## config.mk

```make
export PLATFORM = sky130hd
export DESIGN_NAME = seg_scan_ctrl
export DESIGN_NICKNAME = d
export VERILOG_FILES = /design/src/rtl/seg_scan_ctrl.sv
export SDC_FILE = /design/constraint.sdc
export NUM_CORES = 1
export LEC_CHECK = 0
export ABC_CLOCK_PERIOD_IN_PS = 2950
export CORE_MARGIN = 2
export CORE_UTILIZATION = 35
export DETAILED_ROUTE_END_ITERATION = 8
export GPL_TIMING_DRIVEN = 0
export HOLD_SLACK_MARGIN = 0.03
export PLACE_DENSITY = 0.64
export SLEW_MARGIN = 20
export SYNTH_ARGS = -nofsm -noshare
export SYNTH_HDL_FRONTEND = slang
export SYNTH_SLANG_ARGS = --single-unit
```

## constraint.sdc

```tcl
create_clock -name clk -period 2.95 [get_ports clk]
set_input_delay 0.59 -clock clk [delete_from_list [all_inputs] [get_ports clk]]
set_output_delay 0.59 -clock clk [all_outputs]
set_load 0.02 [all_outputs]
```

## src/rtl/seg_scan_ctrl.sv

```systemverilog
// Multiplexed 7-segment scan controller: one shared segment bus, per-slot blanking gap,
// and a valid/ready load path whose values only take effect at frame boundaries.
module seg_scan_ctrl #(
  parameter int DIGITS   = 4,
  parameter int PRESCALE = 50000,
  parameter int BLANK    = 16
) (
  input  logic                  clk,
  input  logic                  reset,
  input  logic                  enable,
  input  logic                  lz_en,
  input  logic                  load_valid,
  input  logic [4*DIGITS-1:0]   load_value,
  output logic                  load_ready,
  output logic [6:0]            seg,
  output logic [DIGITS-1:0]     an,
  output logic                  frame_tick
);

  localparam int CNT_W = $clog2(PRESCALE);
  localparam int DIG_W = (DIGITS > 1) ? $clog2(DIGITS) : 1;
  localparam logic [CNT_W-1:0] BLANK_LAST = CNT_W'(BLANK - 1);
  localparam logic [CNT_W-1:0] SLOT_LAST  = CNT_W'(PRESCALE - 1);
  localparam logic [DIG_W-1:0] DIG_LAST   = DIG_W'(DIGITS - 1);

  typedef enum logic [1:0] {S_IDLE, S_BLANK, S_DRIVE} state_t;

  state_t               state_q, state_d;
  logic [CNT_W-1:0]     cnt_q, cnt_d;
  logic [DIG_W-1:0]     digit_q, digit_d;
  logic [4*DIGITS-1:0]  disp_q, disp_d;
  logic [4*DIGITS-1:0]  pend_q, pend_d;
  logic                 pending_q, pending_d;
  logic [6:0]           seg_q, seg_d;
  logic [DIGITS-1:0]    an_q, an_d;
  logic                 tick_q, tick_d;
  logic                 boundary;
  logic [3:0]           nib;
  logic                 lz_blank;

  function automatic logic [6:0] seg_decode(input logic [3:0] h);
    case (h)
      4'h0: seg_decode = 7'h01;
      4'h1: seg_decode = 7'h4F;
      4'h2: seg_decode = 7'h12;
      4'h3: seg_decode = 7'h06;
      4'h4: seg_decode = 7'h4C;
      4'h5: seg_decode = 7'h24;
      4'h6: seg_decode = 7'h20;
      4'h7: seg_decode = 7'h0F;
      4'h8: seg_decode = 7'h00;
      4'h9: seg_decode = 7'h04;
      4'hA: seg_decode = 7'h08;
      4'hB: seg_decode = 7'h60;
      4'hC: seg_decode = 7'h31;
      4'hD: seg_decode = 7'h42;
      4'hE: seg_decode = 7'h30;
      default: seg_decode = 7'h38;
    endcase
  endfunction

  // cnt runs across the whole slot: BLANK phase for 0..BLANK-1, DRIVE for the rest
  always_comb begin
    state_d   = state_q;
    cnt_d     = cnt_q;
    digit_d   = digit_q;
    disp_d    = disp_q;
    pend_d    = pend_q;
    pending_d = pending_q;
    boundary  = 1'b0;
    if (!enable) begin
      state_d = S_IDLE;
      cnt_d   = '0;
      digit_d = '0;
    end else begin
      case (state_q)
        S_IDLE: begin
          state_d = S_BLANK;
          cnt_d   = '0;
          digit_d = '0;
        end
        S_BLANK: begin
          cnt_d = cnt_q + CNT_W'(1);
          if (cnt_q == BLANK_LAST) state_d = S_DRIVE;
        end
        S_DRIVE: begin
          if (cnt_q == SLOT_LAST) begin
            cnt_d   = '0;
            state_d = S_BLANK;
            if (digit_q == DIG_LAST) begin
              digit_d  = '0;
              boundary = 1'b1;
            end else begin
              digit_d = digit_q + DIG_W'(1);
            end
          end else begin
            cnt_d = cnt_q + CNT_W'(1);
          end
        end
        default: state_d = S_IDLE;
      endcase
    end

    // ready is low whenever a value is pending, so commit and accept never coincide
    tick_d = boundary;
    if (boundary && pending_q) begin
      disp_d    = pend_q;
      pending_d = 1'b0;
    end else if (load_valid && !pending_q) begin
      pend_d    = load_value;
      pending_d = 1'b1;
    end

    nib      = 4'h0;
    lz_blank = 1'b0;
    for (int i = 0; i < DIGITS; i++) begin
      if (digit_d == DIG_W'(i)) nib = disp_d[4*i +: 4];
    end
    for (int i = 1; i < DIGITS; i++) begin
      if (lz_en && digit_d == DIG_W'(i) && (disp_d >> (4*i)) == '0) lz_blank = 1'b1;
    end

    seg_d = 7'h7F;
    an_d  = '1;
    if (state_d == S_DRIVE && !lz_blank) begin
      seg_d = seg_decode(nib);
      for (int i = 0; i < DIGITS; i++) begin
        if (digit_d == DIG_W'(i)) an_d[i] = 1'b0;
      end
    end
  end

  always_ff @(posedge clk) begin
    if (reset) begin
      state_q   <= S_IDLE;
      cnt_q     <= '0;
      digit_q   <= '0;
      disp_q    <= '0;
      pending_q <= 1'b0;
      seg_q     <= 7'h7F;
      an_q      <= '1;
      tick_q    <= 1'b0;
    end else begin
      state_q   <= state_d;
      cnt_q     <= cnt_d;
      digit_q   <= digit_d;
      disp_q    <= disp_d;
      pending_q <= pending_d;
      seg_q     <= seg_d;
      an_q      <= an_d;
      tick_q    <= tick_d;
    end
  end

  // Holding register is only meaningful while pending_q is set
  always_ff @(posedge clk) begin
    pend_q <= pend_d;
  end

  assign load_ready = ~pending_q;
  assign seg        = seg_q;
  assign an         = an_q;
  assign frame_tick = tick_q;

endmodule

```

==> results.md <==
- Dpl hpwl: 5.45 mm
- Via count: 2893
- # H-tree levels: 3
- Top Family by Delay on Critical Path: simple AND/OR/NAND/NOR gates
- Share of layout cells above drive strength 1: 30.4%
- Chip width: around 100 um
- PwrDens: about 370 nW/um^2
- # fillers: 806
- Worst Max-Slew Pin Slew: about 0.75 ns
- Num Clock Sinks: 65
- Hold WC Path Type: flop to flop
- Final net count: ~460
- Final Hold Viols: 0
- Max Cap Violations: 0
- Post-synthesis sequential area ratio: 44.9%
- Slowest stage cell on the critical path: or4_4
- Fin worst setup slack: -0.129 ns
- Worst-Skew Late Latency: about 0.35 ns
- DRT iter0 DRCs: 143
- VDD IR max: between 0.3 and 0.4 mV
- Area delta synth->final: 38.7%
- Gpl congestion: 0.887
- Setup crit end kind: flop
- Avg Vias per Cell: 5.38
- Status: finished, violations left
- Failing checks: negative setup slack
- Max Slew Vio Count: 0
- Crit start category: flop
- Post-DR wirelength/cell: 15.6 um
- CP Class: flop to flop
- Placed Cells: 482
- Drt total wl: 8.38 mm
- Die Height: 100 um
- Largest net degree at the start of global routing: 17
- Leak: 0.00158 uW
- Diodes inserted: 0
- Post-synth EDFFs: 16
- Global-route wire length before repair: 12.9 mm
- Clock-pin transition on the worst setup and hold timing paths: approximately 0.08 ns
- CP peak stage delay: 0.54 ns
- Synth Warn #: 0
- TritonCTS clock tree: built
- Slew Limit Headroom: 49.5%
- Total global routing overflow: 0
- Mapped Nets: between 300 and 400
- Min cycle time layout: between 3 and 4 ns
- Final Setup Violations: 5
- Post-synthesis cell count: 338
- DRC errors left: 0
- Gr usage total: 16.4%
- Total CTS buffers: 9
- Root Buffer: clkbuf_8
- Unrepaired setup endpoints after global routing: yes
- Final period util: 104%
- Synth async-reset ratio: 0%
- Vias in the first global route: 2715
- Yosys cell types: 63
- Max Clk Rate: 325 MHz
- Hold-fix buffer count after cts: 0
- Post-synth top flop: dfxtp_1
- Final Power: 1670 uW
- Post-Syn Area per Cell: 9.63 sq um
- CP required: 3.19 ns
- IO Pins: 34
- CORE AREA: 9110 sq um
- Initial antenna violation count: 0
- Mapped Area: 3250 sq um
- Non-filler cells, final: around 540
- Clock Tree Buf Depth: 2
- Worst slack at placement: -0.718 ns
- WP buf/inv: 2
- CP cell instances: or3_4 > or4_4 > mux2_4 > buf_4 > nor3_2 > nor3_2 > mux2i_4 > buf_6 > mux2i_1 > a221o_1
- Initial Utilization: 35.7%
- Crit-path max FO: 10
- Rows: 35
- Clk_skew: 0.0145 ns
- Number of synthesized register bits: 65
- Die area: 10100 sq um
- Post-route ant nets: 0
- Worst reg-to-reg setup slack: -0.13 ns
- IO buf count: 33
- Crit path arrival time: about 3.3 ns
- Hold_ws: 0.454 ns
- Most used cell, CP: nor3_2
- Pre-antenna DRT Iters: 4
[per-stage QoR]
stage	TNS (ns)	utilization, %	cell area [sq um]
6_report	-0.416	49.6	4510
5_1_grt	-1.27	49.6	4510
4_1_cts	-0.518	46.3	4220
3_5_place_dp	-5.36	41.6	3790
3_3_place_gp	-5.20	41.6	3780
2_1_floorplan	-0.0258	-	3320
[final cells by class]
type / instances / area, sq um / area share, %
multi-input cells: 250 / 1930 / 42.7
plain buffers: 15 / 110 / 2.44
clock buffers: 11 / 141 / 3.13
well taps: 111 / 139 / 3.08
clock inverters: 5 / 31.3 / 0.693
flip-flops and latches: 65 / 1490 / 32.9
repair buffers: 73 / 648 / 14.4
inverters: 8 / 30.0 / 0.665
[path summary, 6_finish.rpt]
path,startpoint,endpoint,cells past startpoint
worst min-delay path,disp_q[1],disp_q[1],2
worst min register to register,disp_q[1],disp_q[1],2
worst max-delay path,cnt_q[5],seg[2],10
worst max register to register,cnt_q[5],seg[2],10
[cells in the mapped netlist (3+ instances only)]
library cell,n,area (sq um)
a21boi_0,5,37.5
nor2_1,27,101
nand3_1,14,70.1
clkbuf_1,8,30.0
nor3_1,7,35.0
nor3_2,5,50.1
a211oi_1,7,52.6
or3_1,3,18.8
mux2i_1,5,50.1
nor2b_1,4,25.0
and3_1,7,43.8
nand4_1,4,25.0
a21oi_1,22,110
nand2_1,42,158
or4_1,3,22.5
buf_6,3,33.8
o21ai_0,9,45.0
a221o_1,3,30.0
dfxtp_1,49,981
ha_1,12,150
inv_1,8,30.0
nor4_1,11,68.8
edfxtp_1,16,480
xnor2_1,7,61.3
xor2_1,7,61.3
[routing by layer]
layer	routed length [um]	global-route usage, %
met1	3540	20.1
met2	4180	27.3
met3	450	3.83
met4	208	7.59
met5	0	0
[kinds of logic (layout without fill, tap and decap cells)]
| family | Yosys count | in the layout | share of synthesized area [%] |
|---|---|---|---|
| adders and majority gates | 12 | 12 | 4.61 |
| and+or+nand+nor | 146 | 146 | 24.8 |
| xor gates and xnor gates | 14 | 14 | 3.77 |
| buffers and inverters | 23 | 112 | 3.54 |
| AOI/OAI and AO/OA | 69 | 69 | 14.6 |
| DFF | 65 | 65 | 44.9 |
| muxes | 9 | 9 | 3.84 |
[report_power, final]
part | switching (uW) | internal, uW | leakage, uW
clock network | 344 | 323 | 0.0000806
logic | 34.7 | 35.0 | 0.000946
registers | 11.6 | 925 | 0.000555
[worst register-to-register path, stage by stage (launching register included)]
cell     delay, ns
dfxtp_4       0.35
or3_4         0.40
or4_4         0.55
mux2_4        0.37
buf_4         0.15
nor3_2        0.18
nor3_2        0.11
mux2i_4       0.22
buf_6         0.19
mux2i_1       0.11
a221o_1       0.34
[state kept, by name, indices dropped and copies added, names as in the netlist]
signal	cells
an	4
disp_q	16
seg	7
pending_q	1
digit_q	2
pend_q	16
state_q	2
frame_tick	1
cnt_q	16
[cells in the final DEF (no fill, tap or decap), drive strengths merged, types with 4 or more instances in the layout]
| cell type | count |
|---|---|
| nand2 | 42 |
| xnor2 | 7 |
| nor2 | 28 |
| xor2 | 7 |
| a211oi | 7 |
| or3 | 4 |
| buf | 46 |
| mux2i | 7 |
| nor2b | 4 |
| o21ai | 11 |
| edfxtp | 16 |
| ha | 12 |
| and3 | 7 |
| nand3 | 14 |
| dfxtp | 49 |
| inv | 8 |
| nor3 | 12 |
| nand4 | 4 |
| a21oi | 22 |
| nor4 | 12 |
| a21boi | 6 |
| clkbuf | 20 |
| or4 | 4 |
| clkdlybuf4s50 | 33 |
[repair_timing]
action | CTS | global route
setup buffers | 21 | 18
setup endpoints to repair | 11 | 10
hold endpoints to repair | 0 | 0
pin swaps | 11 | 19
cloned | 0 | 1
resized for setup | 29 | 41
Power figures use the tool's default switching activity.
